### src/rtl/seq_pkg.sv
// Shared types and constants for the instruction sequencer: opcodes, ALU encodings,
// FSM states and instruction field positions. STEP_WAIT exists only with SEQ_SINGLE_STEP_EN.
package seq_pkg;

  localparam int INSTR_W  = 32;
  localparam int OP_LSB   = 24;
  localparam int DEST_LSB = 16;
  localparam int SRC2_LSB = 8;
  localparam int SRC1_LSB = 0;
  localparam int IMM_LSB  = 0;
  localparam int BYTE_W   = 8;

  localparam logic [7:0] OP_MOV   = 8'h00;
  localparam logic [7:0] OP_ADD   = 8'h01;
  localparam logic [7:0] OP_AND   = 8'h02;
  localparam logic [7:0] OP_OR    = 8'h03;
  localparam logic [7:0] OP_LOADI = 8'h08;
  localparam logic [7:0] OP_SUB   = 8'h09;

  typedef enum logic [2:0] {
    ALU_FWD = 3'b000,
    ALU_ADD = 3'b001,
    ALU_AND = 3'b010,
    ALU_OR  = 3'b011
  } alu_op_e;

  typedef enum logic [2:0] {
    S_IDLE,
    S_FETCH,
    S_DECODE,
    S_EXECUTE,
    S_WRITEBACK
`ifdef SEQ_SINGLE_STEP_EN
    , S_STEP_WAIT
`endif
  } state_e;

endpackage

### src/rtl/instr_decoder.sv
// Combinational decode of the instruction register into register addresses,
// immediate and ALU controls; flags undefined opcodes via legal_o.
module instr_decoder
  import seq_pkg::*;
#(
  parameter int RF_AW = 3
) (
  input  logic [31:0]      ir_i,
  output logic [RF_AW-1:0] dest_addr_o,
  output logic [RF_AW-1:0] src2_addr_o,
  output logic [RF_AW-1:0] src1_addr_o,
  output logic [7:0]       imm_o,
  output logic [2:0]       alu_op_o,
  output logic             imm_sel_o,
  output logic             neg_sel_o,
  output logic             legal_o
);

  logic [7:0] opcode;
  logic       unused_fields;

  assign opcode      = ir_i[OP_LSB +: BYTE_W];
  assign dest_addr_o = ir_i[DEST_LSB +: RF_AW];
  assign src2_addr_o = ir_i[SRC2_LSB +: RF_AW];
  assign src1_addr_o = ir_i[SRC1_LSB +: RF_AW];
  assign imm_o       = ir_i[IMM_LSB +: BYTE_W];

  // Upper bits of the dest and src2 bytes carry no meaning.
  assign unused_fields = ^{ir_i[DEST_LSB+BYTE_W-1 : DEST_LSB+RF_AW],
                           ir_i[SRC2_LSB+BYTE_W-1 : SRC2_LSB+RF_AW]};

  always_comb begin
    // NOTE: every output gets a default before the case so no path leaves one unassigned (no latch).
    alu_op_o  = ALU_FWD;
    imm_sel_o = 1'b0;
    neg_sel_o = 1'b0;
    legal_o   = 1'b1;
    case (opcode)
      OP_MOV:   alu_op_o = ALU_FWD;
      OP_ADD:   alu_op_o = ALU_ADD;
      OP_AND:   alu_op_o = ALU_AND;
      OP_OR:    alu_op_o = ALU_OR;
      OP_LOADI: imm_sel_o = 1'b1;
      OP_SUB: begin
        alu_op_o  = ALU_ADD;
        neg_sel_o = 1'b1;
      end
      default:  legal_o = 1'b0;
    endcase
  end

endmodule

### src/rtl/instr_sequencer.sv
// Multicycle FETCH/DECODE/EXECUTE/WRITEBACK control unit owning the PC.
// Optional SEQ_SINGLE_STEP_EN adds a step input and a STEP_WAIT stall after each instruction.
module instr_sequencer
  import seq_pkg::*;
#(
  parameter int PROG_LEN = 8,
  parameter int PC_W     = 3,
  parameter int RF_AW    = 3
) (
  input  logic             clk,
  input  logic             rst_n,
  input  logic             start,
`ifdef SEQ_SINGLE_STEP_EN
  input  logic             step,
`endif
  input  logic [31:0]      instruction,
  output logic [PC_W-1:0]  Read_Addr,
  output logic [RF_AW-1:0] dest_addr,
  output logic [RF_AW-1:0] src1_addr,
  output logic [RF_AW-1:0] src2_addr,
  output logic [7:0]       imm,
  output logic             imm_sel,
  output logic [2:0]       alu_op,
  output logic             neg_sel,
  output logic             reg_write_en,
  output logic             busy,
  output logic             done,
  output logic             illegal
);

  state_e           state_q;
  logic [PC_W-1:0]  pc_q, pc_d;
  logic [31:0]      ir_q;
  logic             legal_q;
  logic [RF_AW-1:0] dest_q, src1_q, src2_q;
  logic [7:0]       imm_q;
  logic [2:0]       alu_op_q;
  logic             imm_sel_q, neg_sel_q, we_q, busy_q, done_q, illegal_q;
  logic             last_instr;

  logic [RF_AW-1:0] dec_dest, dec_src1, dec_src2;
  logic [7:0]       dec_imm;
  logic [2:0]       dec_alu_op;
  logic             dec_imm_sel, dec_neg_sel, dec_legal;

  instr_decoder #(.RF_AW(RF_AW)) u_decoder (
    .ir_i        (ir_q),
    .dest_addr_o (dec_dest),
    .src2_addr_o (dec_src2),
    .src1_addr_o (dec_src1),
    .imm_o       (dec_imm),
    .alu_op_o    (dec_alu_op),
    .imm_sel_o   (dec_imm_sel),
    .neg_sel_o   (dec_neg_sel),
    .legal_o     (dec_legal)
  );

  assign last_instr = (pc_q == PC_W'(PROG_LEN - 1));
  assign pc_d       = last_instr ? '0 : pc_q + PC_W'(1);

  always_ff @(posedge clk) begin
    // NOTE: sequential state uses non-blocking assignments so every register samples pre-edge values.
    if (!rst_n) begin
      state_q   <= S_IDLE;
      pc_q      <= '0;
      legal_q   <= 1'b0;
      dest_q    <= '0;
      src1_q    <= '0;
      src2_q    <= '0;
      imm_q     <= '0;
      alu_op_q  <= ALU_FWD;
      imm_sel_q <= 1'b0;
      neg_sel_q <= 1'b0;
      we_q      <= 1'b0;
      busy_q    <= 1'b0;
      done_q    <= 1'b0;
      illegal_q <= 1'b0;
    end else begin
      we_q      <= 1'b0;
      done_q    <= 1'b0;
      illegal_q <= 1'b0;
      case (state_q)
        S_IDLE: if (start) begin
          state_q <= S_FETCH;
          busy_q  <= 1'b1;
        end
        S_FETCH: begin
          ir_q    <= instruction;
          state_q <= S_DECODE;
        end
        S_DECODE: begin
          dest_q    <= dec_dest;
          src1_q    <= dec_src1;
          src2_q    <= dec_src2;
          imm_q     <= dec_imm;
          alu_op_q  <= dec_alu_op;
          imm_sel_q <= dec_imm_sel;
          neg_sel_q <= dec_neg_sel;
          legal_q   <= dec_legal;
          illegal_q <= ~dec_legal;
          state_q   <= S_EXECUTE;
        end
        S_EXECUTE: begin
          we_q    <= legal_q;
          done_q  <= last_instr;
          state_q <= S_WRITEBACK;
        end
        S_WRITEBACK: begin
          pc_q <= pc_d;
          if (last_instr) begin
            state_q <= S_IDLE;
            busy_q  <= 1'b0;
          end else begin
`ifdef SEQ_SINGLE_STEP_EN
            state_q <= S_STEP_WAIT;
`else
            state_q <= S_FETCH;
`endif
          end
        end
`ifdef SEQ_SINGLE_STEP_EN
        S_STEP_WAIT: if (step) state_q <= S_FETCH;
`endif
        default: begin
          state_q <= S_IDLE;
          busy_q  <= 1'b0;
        end
      endcase
    end
  end

  // NOTE: ir_q carries no reset; FETCH always loads it before DECODE reads it.

  assign Read_Addr    = pc_q;
  assign dest_addr    = dest_q;
  assign src1_addr    = src1_q;
  assign src2_addr    = src2_q;
  assign imm          = imm_q;
  assign imm_sel      = imm_sel_q;
  assign alu_op       = alu_op_q;
  assign neg_sel      = neg_sel_q;
  assign reg_write_en = we_q;
  assign busy         = busy_q;
  assign done         = done_q;
  assign illegal      = illegal_q;

endmodule
### config.mk
export PLATFORM = sky130hd
export DESIGN_NAME = instr_sequencer
export DESIGN_NICKNAME = d
export VERILOG_FILES = /design/src/rtl/seq_pkg.sv /design/src/rtl/instr_decoder.sv /design/src/rtl/instr_sequencer.sv
export SDC_FILE = /design/constraint.sdc
export NUM_CORES = 1
export LEC_CHECK = 0
export BUFFER_PORTS_ARGS = -buffer_cell sky130_fd_sc_hd__buf_2
export CAP_MARGIN = 20
export CORE_MARGIN = 4
export CORE_UTILIZATION = 47
export DETAILED_ROUTE_END_ITERATION = 10
export PLACE_DENSITY_LB_ADDON = 0.25
export SLEW_MARGIN = 20
export SYNTH_ARGS = -nofsm -noshare
export SYNTH_HDL_FRONTEND = slang
export SYNTH_HIERARCHICAL = 1
export SYNTH_SLANG_ARGS = --single-unit
### constraint.sdc
create_clock -name clk -period 4.46 [get_ports clk]
set_input_delay 0.669 -clock clk [delete_from_list [all_inputs] [get_ports clk]]
set_output_delay 0.669 -clock clk [all_outputs]
set_load 0.01 [all_outputs]
# ---- Word-level counts from Yosys, hierarchy flattened
# Index checks and enable logic that the tools add are counted.
dict set report word_totals {
  word_cells 50
  input_bits 35
  register_bits 65
  output_inout_bits 29
}
dict set report classes {
  n_eq_ne 12
  n_addsub 1
  n_bitwise 2
  reduce_logical 9
  muxes 11
}
# operator count
set ops {}
lappend ops {{== test 8 x 2 -> 1 bit (second input constant)} 2}
lappend ops {{== test 8 x 4 -> 1 bit (second input constant)} 2}
lappend ops {{case mux 3 bit (5 select lines)} 1}
lappend ops {{== test 8 x 1 -> 1 bit (second input constant)} 1}
lappend ops {{logical NOT 8 bit} 1}
lappend ops {{== test 3 x 2 -> 1 bit (second input constant)} 2}
lappend ops {{== test 3 bit (second input constant)} 2}
lappend ops {{two-way mux 1 bit} 6}
lappend ops {{two-way mux 3 bit} 2}
lappend ops {{case mux 2 bit (3 select lines)} 1}
lappend ops {{AND reduction 2 bit} 3}
lappend ops {{OR reduction 6 bit} 1}
lappend ops {{inequality test 2 bit (second input constant)} 2}
lappend ops {{adder 3 x 1 -> 3 bit (second input constant)} 1}
lappend ops {{== test 3 x 1 -> 1 bit (second input constant)} 1}
lappend ops {{logical NOT 3 bit} 1}
lappend ops {{case mux 1 bit (3 select lines)} 1}
lappend ops {{AND reduction 3 bit} 1}
lappend ops {{OR reduction 3 bit} 1}
lappend ops {{NOT 1 bit} 2}
lappend ops {{OR reduction 2 bit} 1}

# ---- Logic depth before layout (Yosys ltp)
# Gate-level depths: netlist (run 1).
dict set report logic_depth {
  depth_word 4
  ltp_mapped 6
  ltp_nobuf 5
}

# ---- Hierarchy
# The synthesis (run 1) kept the hierarchy.
# mod instances area_each_um2 cells_per_inst seq_area_each_um2
set modules_own_cells {}
lappend modules_own_cells {instr_sequencer 1 2258.4 171 1621.6}
lappend modules_own_cells {instr_decoder 1 220.2 29 0.0}

# ---- Worst setup path before layout (run 1)
# Ideal clock, no wire load.
dict set report synth_timing {
  kind {input to register}
  from {in rst_n}
  to {reg ir_q[0], enable pin}
  stages 2
  n_path_buf 1
  arrival_time_ns 4.059
  setup_ns 0.502
  slack_ns -0.101
  cell_sequence {clkbuf_1 nor4bb_1}
}
dict set report synth_between {
  elab_chain_len 1
}
# item line
set synth_lines {}
lappend synth_lines {{from (decl)} instr_sequencer.sv:11} ;# input logic rst_n,
lappend synth_lines {{AND reduction 2 bit (no line)} n/a}
lappend synth_lines {{to (signal assigned)} instr_sequencer.sv:88} ;# ir_q <= instruction;
lappend synth_lines {{to (decl)} instr_sequencer.sv:33} ;# logic [31:0] ir_q;
# No other way between the ends.
# A chain may end at the register's enable or synchronous reset.

# ---- Worst setup path in the final report (run 1)
dict set report layout_timing {
  from {in rst_n}
  to {reg ir_q[30], enable pin}
}
# The elaborated chain is that of the path after synthesis.

==> impl_metrics.prom, run 1 <==
# TYPE chip_impl_metric gauge
chip_impl_metric{name="floorplan.die.height",unit="µm"} 76.1
chip_impl_metric{name="critical_path_buf_inv_count",unit=""} 2
chip_impl_info{name="endpoint_kind",value="flop"} 1
chip_impl_metric{name="drt_iter0_markers",unit=""} 37
chip_impl_metric{name="setup_total_negative_slack",unit="ns"} 0
chip_impl_metric{name="synth.net_count",unit=""} 227
chip_impl_metric{name="placement.cell_area",unit="µm²"} 2330
chip_impl_metric{name="post-route-min-period",unit="ns"} 1.95
chip_impl_metric{name="htree_levels",unit=""} 2
chip_impl_metric{name="period_share",unit="%"} 43.7
chip_impl_metric{name="synthesis.yosys.warnings",unit=""} 6
chip_impl_info{name="cts_tree",value="yes"} 1
chip_impl_metric{name="grt_pass1_wl",unit="mm"} 6.01
chip_impl_metric{name="via_count",unit=""} 1339
chip_impl_metric{name="timing.clock.skew",unit="ns"} 0.00572
chip_impl_metric{name="n_fill_cell",unit=""} 386
chip_impl_info{name="mostFrequentLayoutCell",value="sky130_fd_sc_hd__buf_2"} 1
chip_impl_metric{name="syn_inst",unit=""} 190
chip_impl_metric{name="antennaDiodeCount",unit=""} 0
chip_impl_metric{name="path_clk_slew",unit="ns"} 0.10
chip_impl_metric{name="peakVddDrop",unit="mV"} 0.206
chip_impl_info{name="crit_slowest_cell",value="sky130_fd_sc_hd__nor4bb_4"} 1
chip_impl_info{name="critical_path.startpoint_type",value="primary input"} 1
chip_impl_metric{name="cts_inserted_buffers",unit=""} 5
chip_impl_metric{name="stdcell_count",unit=""} 276
chip_impl_info{name="highest_count_cells_in_the_layout_ignoring_fill_and_taps",value="53 x sky130_fd_sc_hd__buf_2, 46 x sky130_fd_sc_hd__nand2_1, 33 x sky130_fd_sc_hd__dfxtp_1"} 1
chip_impl_metric{name="worst_pin_slew",unit="ns"} 0.830
chip_impl_metric{name="starting_density_of_the_core",unit="%"} 49.3
chip_impl_metric{name="grt_max_degree",unit=""} 33
chip_impl_metric{name="cts.repair.resized",unit=""} 0
chip_impl_metric{name="wl_per_cell",unit="µm"} 12.9
chip_impl_metric{name="postRouteWirelength",unit="mm"} 3.56
chip_impl_metric{name="drive_above_1_share",unit="%"} 31.3
chip_impl_metric{name="post_synth_instance_area",unit="µm²"} 2180
chip_impl_metric{name="cellLeakagePower",unit="nW"} 0.951
chip_impl_metric{name="gp_routability_congestion",unit=""} 0.687
chip_impl_metric{name="synth.avg_cell_area",unit="µm²"} 11.5
chip_impl_metric{name="timing_max_transition_violations_final",unit=""} 0
chip_impl_metric{name="grt.overflow.total",unit=""} 0
chip_impl_metric{name="antenna_left",unit=""} 0
chip_impl_metric{name="max-clock-path-buffers",unit=""} 2
chip_impl_metric{name="num_io_pins",unit=""} 64
chip_impl_metric{name="place.port_buffers",unit=""} 53
chip_impl_metric{name="crit_fanout",unit=""} 32
chip_impl_metric{name="drt-vias-per-instance",unit=""} 4.85
chip_impl_metric{name="cts_sinks",unit=""} 55
chip_impl_metric{name="total_power_draw",unit="W"} 0.000924
chip_impl_info{name="cts.root.buffer_cell",value="sky130_fd_sc_hd__clkbuf_8"} 1
chip_impl_metric{name="final_area",unit="µm²"} 2420
chip_impl_metric{name="track_usage",unit="%"} 12.8
chip_impl_metric{name="placed_cells",unit=""} 268
chip_impl_metric{name="floorplan.rows",unit=""} 24
chip_impl_info{name="crit_family",value="buffers and inverters"} 1
chip_impl_metric{name="timing.critical_path.arrival",unit="ns"} 1.95
chip_impl_metric{name="pwr_density_cell",unit="nW/µm²"} 381
chip_impl_metric{name="finish.net_count",unit=""} 260
chip_impl_metric{name="design.core.area",unit="µm²"} 4410
chip_impl_info{name="critPathKind",value="in -> reg"} 1
chip_impl_metric{name="critPathRequiredTime",unit="ns"} 4.46
chip_impl_metric{name="place.detailed.hpwl",unit="mm"} 2.44
chip_impl_metric{name="finalSetupViolCount",unit=""} 0
chip_impl_metric{name="postCtsSetupBuffers",unit=""} 0
chip_impl_metric{name="cap_viol_max_count",unit=""} 0
chip_impl_info{name="hp-class",value="reg -> reg"} 1
chip_impl_metric{name="max_slew_margin",unit="%"} 44.6
chip_impl_metric{name="grt_antenna_before_repair",unit=""} 0
chip_impl_metric{name="crit_path_max_incr_delay",unit="ns"} 0.55
chip_impl_metric{name="achievable-frequency",unit="GHz"} 0.513
chip_impl_metric{name="hold_buffers",unit=""} 0
chip_impl_metric{name="drt-pass1-iter-count",unit=""} 4
chip_impl_metric{name="design.die.area",unit="µm²"} 5790
chip_impl_info{name="setup_repair_after_global_routing_missed_its_margin",value="false"} 1
chip_impl_metric{name="worstSkewPairLatency",unit="ns"} 0.31
chip_impl_metric{name="via_count_of_the_first_global_routing_pass",unit=""} 1239
chip_impl_metric{name="dr_drc_count",unit=""} 0
chip_impl_metric{name="finalHoldViolCount",unit=""} 0
chip_impl_metric{name="synthToLayoutAreaGrowth",unit="%"} 11.3
chip_impl_metric{name="hold_ws",unit="ns"} 0.453
chip_impl_info{name="run_status",value="completed"} 1
chip_impl_info{name="crit_path_cell_trace",value="buf_2 -> nor4bb_4 -> buf_4"} 1
chip_impl_metric{name="die_x",unit="µm"} 76.1
per-stage QoR:
stage,util [%],setup slack (ns)
6_report,54.9,2.51
5_1_grt,54.9,2.38
4_1_cts,54.9,2.47
3_5_place_dp,52.8,2.13
3_3_place_gp,52.8,2.13
2_1_floorplan,-,0.881
report_power, final:
group          internal, W  leakage [nW]  switching, W
sequential        0.000548         0.469     0.0000166
clock             0.000112        0.0408      0.000164
combinational    0.0000365         0.442     0.0000460
total             0.000697         0.951      0.000227
state kept, by name, summed over array words and instances (netlist names):
signal	count
ir_q	22
imm	8
Read_Addr	3
alu_op	3
dest_addr	3
src1_addr	3
src2_addr	3
state_q	3
busy	1
done	1
illegal	1
imm_sel	1
legal_q	1
neg_sel	1
reg_write_en	1
routing by layer:
| metal | global-route usage (%) | up-vias | share of wire (%) | routed length, µm |
|---|---|---|---|---|
| met5 | 0 | - | 0 | 0 |
| met4 | 5.24 | 0 | 1.7 | 59 |
| met3 | 4.14 | 6 | 5.7 | 204 |
| met2 | 20.5 | 32 | 47 | 1680 |
| met1 | 15.9 | 612 | 46 | 1620 |
| li1 | - | 689 | - | - |
tightest hold or removal path, delay by kind of cell (launching register included):
family / cells / cell delay [ns]
simple gates: 1 / 0.05
flops: 1 / 0.32
compound gates: 1 / 0.05
final cells by class:
class | count | area [µm²] | area share [%]
clock buffers | 5 | 68.8 | 2.84
flip-flops and latches | 55 | 1320 | 54.5
well taps | 52 | 65.1 | 2.68
repair buffers | 55 | 280 | 11.6
multi-input cells | 106 | 666 | 27.5
clock inverters | 3 | 23.8 | 0.980
path summary, 6_finish.rpt:
| kind | from | to | slack, ns | cells past startpoint |
|---|---|---|---|---|
| max | rst_n | ir_q[30]$_DFFE_PP_ | 2.51 | 3 |
| min | imm[7]$_SDFFE_PN0P_ | imm[7]$_SDFFE_PN0P_ | 0.45 | 2 |
| max reg2reg | state_q[1]$_SDFFE_PN0P_ | alu_op[1]$_SDFFE_PN0P_ | 2.74 | 4 |
| min reg2reg | imm[7]$_SDFFE_PN0P_ | imm[7]$_SDFFE_PN0P_ | 0.45 | 2 |
Power figures use the tool's default switching activity.
==> run 2: changes to the inputs <==
- ABC_AREA: unset -> 1
- CORE_UTILIZATION: 47 -> 52
- clock period: 4.46 -> 1.9 ns (I/O delays scaled with it)
==> run 2 against run 1 <==
Net effect:
- clock-buffer cell count up 1
- synthesized cell count up 12%
- core utilization up 8.0 points
- die area down 11%
- sequential share of layout area up 0.77 points
- final cell count up 8.3%
- flip-flop and latch count unchanged
- design area down 1.4%
- non-clock buffer count unchanged
- critical path type is now reg -> reg
- highest routed layer unchanged
==> impl_metrics.prom, run 2 <==
# TYPE chip_impl_metric gauge
chip_impl_metric{name="post-route-min-period",unit="ns"} 1.35
chip_impl_metric{name="drt-met1-wl",unit="mm"} 1.47
chip_impl_metric{name="antennaDiodeCount",unit=""} 0
chip_impl_metric{name="met2_length",unit="mm"} 1.60
chip_impl_metric{name="synth.net_count",unit=""} 250
chip_impl_metric{name="period_share",unit="%"} 71.1
chip_impl_info{name="hp-class",value="in -> reg"} 1
chip_impl_metric{name="regToRegSetupSlack",unit="ns"} 0.55
chip_impl_info{name="critical_path.startpoint_type",value="flop"} 1
chip_impl_metric{name="synth.avg_cell_area",unit="µm²"} 9.96
chip_impl_metric{name="drt-pass1-iter-count",unit=""} 4
chip_impl_metric{name="grt_pass1_wl",unit="mm"} 5.61
chip_impl_metric{name="dr_drc_count",unit=""} 0
chip_impl_info{name="cts.root.buffer_cell",value="sky130_fd_sc_hd__clkbuf_8"} 1
chip_impl_metric{name="drive_above_1_share",unit="%"} 28.3
chip_impl_info{name="timing.hold.worst.start",value="instruction[17]"} 1
chip_impl_metric{name="starting_density_of_the_core",unit="%"} 55.8
chip_impl_metric{name="placement.cell_area",unit="µm²"} 2260
chip_impl_metric{name="grt.overflow.total",unit=""} 0
chip_impl_metric{name="finish.net_count",unit=""} 287
chip_impl_metric{name="gp_routability_congestion",unit=""} 0.750
chip_impl_info{name="setup_repair_after_global_routing_missed_its_margin",value="false"} 1
chip_impl_info{name="run_status",value="completed"} 1
chip_impl_metric{name="max-clock-path-buffers",unit=""} 2
chip_impl_metric{name="whs_path_depth",unit=""} 1
chip_impl_metric{name="grt_antenna_before_repair",unit=""} 0
chip_impl_metric{name="crit_fanout",unit=""} 20
chip_impl_metric{name="synthToLayoutAreaGrowth",unit="%"} 12.7
chip_impl_metric{name="cap_viol_max_count",unit=""} 0
chip_impl_info{name="endpoint_kind",value="flop"} 1
chip_impl_metric{name="postCtsSetupBuffers",unit=""} 0
chip_impl_metric{name="r2r_cells",unit=""} 4
chip_impl_metric{name="postRouteWirelength",unit="mm"} 3.39
chip_impl_metric{name="cellLeakagePower",unit="nW"} 1.05
chip_impl_metric{name="timing.critical_path.arrival",unit="ns"} 1.34
chip_impl_metric{name="floorplan.die.height",unit="µm"} 71.9
chip_impl_metric{name="place.detailed.hpwl",unit="mm"} 2.34
chip_impl_metric{name="floorplan.rows",unit=""} 22
chip_impl_metric{name="num_io_pins",unit=""} 64
chip_impl_metric{name="setup_total_negative_slack",unit="ns"} 0
chip_impl_metric{name="synthesis.yosys.warnings",unit=""} 6
chip_impl_metric{name="design.die.area",unit="µm²"} 5160
chip_impl_metric{name="cts.repair.resized",unit=""} 0
chip_impl_metric{name="net-switching-power",unit="W"} 0.000531
chip_impl_metric{name="path_clk_slew",unit="ns"} 0.09
chip_impl_info{name="reg2reg_from",value="state_q[2]$_SDFFE_PN0P_"} 1
chip_impl_info{name="mostFrequentLayoutCell",value="sky130_fd_sc_hd__nor2_1"} 1
chip_impl_metric{name="place.port_buffers",unit=""} 53
chip_impl_metric{name="seq_power_share",unit="%"} 54.4
chip_impl_info{name="highest_count_cells_in_the_layout_ignoring_fill_and_taps",value="58 x sky130_fd_sc_hd__nor2_1, 53 x sky130_fd_sc_hd__buf_2, 33 x sky130_fd_sc_hd__dfxtp_1"} 1
chip_impl_metric{name="via_count_of_the_first_global_routing_pass",unit=""} 1304
chip_impl_metric{name="syn_inst",unit=""} 213
chip_impl_metric{name="final_area",unit="µm²"} 2390
chip_impl_metric{name="wl_per_cell",unit="µm"} 11.4
chip_impl_metric{name="via_count",unit=""} 1395
chip_impl_metric{name="power.share.switching",unit="%"} 21.6
chip_impl_metric{name="drt-vias-per-instance",unit=""} 4.67
chip_impl_metric{name="timing.clock.skew",unit="ns"} 0.00583
chip_impl_metric{name="peakVddDrop",unit="mV"} 0.569
chip_impl_metric{name="worstSkewPairLatency",unit="ns"} 0.30
chip_impl_info{name="uppermost_signal_routing_layer_after_detailed_routing",value="met4"} 1
chip_impl_metric{name="finalSetupViolCount",unit=""} 0
chip_impl_metric{name="timing_max_transition_violations_final",unit=""} 0
chip_impl_metric{name="critPathRequiredTime",unit="ns"} 1.89
chip_impl_metric{name="cell_internal_pwr",unit="W"} 0.00192
chip_impl_metric{name="combinational_share_of_power",unit="%"} 9.9
chip_impl_info{name="cts_tree",value="yes"} 1
chip_impl_metric{name="clockPowerShare",unit="%"} 35.7
chip_impl_metric{name="die_x",unit="µm"} 71.9
chip_impl_metric{name="achievable-frequency",unit="GHz"} 0.740
chip_impl_info{name="crit-reg2reg-capture",value="ir_q[26]$_DFFE_PP_"} 1
chip_impl_metric{name="drt_iter0_markers",unit=""} 59
chip_impl_metric{name="post_synth_instance_area",unit="µm²"} 2120
chip_impl_info{name="timing.hold.worst_endpoint",value="ir_q[17]$_DFFE_PP_"} 1
chip_impl_metric{name="met3_routed_wirelength",unit="µm"} 236
chip_impl_metric{name="htree_levels",unit=""} 2
chip_impl_metric{name="cts_inserted_buffers",unit=""} 5
chip_impl_metric{name="finalHoldViolCount",unit=""} 0
chip_impl_metric{name="hold_buffers",unit=""} 0
chip_impl_info{name="registers.top_by_ff_count",value="ir_q"} 1
chip_impl_metric{name="track_usage",unit="%"} 14.3
chip_impl_metric{name="largest_register_ff_count",unit=""} 22
chip_impl_metric{name="cts_sinks",unit=""} 55
chip_impl_info{name="critPathKind",value="reg -> reg"} 1
chip_impl_metric{name="design.core.area",unit="µm²"} 3800
chip_impl_metric{name="antenna_left",unit=""} 0
chip_impl_metric{name="n_fill_cell",unit=""} 340
chip_impl_metric{name="grt_max_degree",unit=""} 30
chip_impl_metric{name="pwr_density_cell",unit="nW/µm²"} 1030
==> run 2: worst max-delay path by stage <==
| stage | startpoint | end | cells after the start |
|---|---|---|---|
| 2_1_floorplan | rst_n | ir_q[0]$_DFFE_PP_ | 3 |
| 3_3_place_gp | state_q[2]$_SDFFE_PN0P_ | ir_q[26]$_DFFE_PP_ | 4 |
| 3_5_place_dp | state_q[2]$_SDFFE_PN0P_ | ir_q[24]$_DFFE_PP_ | 4 |
| 4_1_cts | state_q[2]$_SDFFE_PN0P_ | ir_q[24]$_DFFE_PP_ | 4 |
| 5_1_grt | state_q[2]$_SDFFE_PN0P_ | ir_q[26]$_DFFE_PP_ | 4 |
| 6_report | state_q[2]$_SDFFE_PN0P_ | ir_q[26]$_DFFE_PP_ | 4 |
==> run 2: power by group through the flow <==
| stage | Combinational (W) | Clock, W | Sequential (W) |
|---|---|---|---|
| after floorplan | 0.000162 | 0 | 0.00138 |
| after global placement | 0.000241 | 0 | 0.00136 |
| after detailed placement | 0.000245 | 0 | 0.00136 |
| after CTS | 0.000247 | 0.000896 | 0.00134 |
| after global routing | 0.000278 | 0.000947 | 0.00135 |
| final | 0.000242 | 0.000877 | 0.00134 |
==> run 2: routing by layer <==
layer  vias to the layer above  track usage [%]
met5                         -                0
met4                         0             6.89
met3                        10             4.35
met2                        39             24.1
met1                       605             16.4
li1                        741                -
==> run 2: worst max-delay path, stage by stage, from the launching register on <==
cell                      delay [ns]
sky130_fd_sc_hd__dfxtp_1        0.35
sky130_fd_sc_hd__inv_1          0.13
sky130_fd_sc_hd__nand3_1        0.12
sky130_fd_sc_hd__nor2_2         0.15
sky130_fd_sc_hd__buf_4          0.29
==> run 2: cell type report <==
| cell class | instances | area [µm²] | area share, % |
|---|---|---|---|
| timing repair buffer | 55 | 280 | 11.7 |
| sequential | 55 | 1320 | 55.3 |
| inverter | 12 | 50.0 | 2.09 |
| clock buffer | 6 | 72.6 | 3.04 |
| tap | 48 | 60.1 | 2.51 |
| clock inverter | 2 | 60.1 | 2.51 |
| multi-input combinational | 121 | 547 | 22.9 |
==> run 2: per-stage QoR <==
stage	hold slack (ns)	power (W)	cells	setup slack [ns]	util, %
after CTS	0.140	0.00248	299	0.557	62.9
final	0.148	0.00246	299	0.548	62.9
after floorplan	0.384	0.00154	213	0.0237	-
after global placement	0.457	0.00160	291	0.578	59.5
after global routing	0.133	0.00257	299	0.505	62.9
after detailed placement	0.463	0.00161	291	0.568	59.5
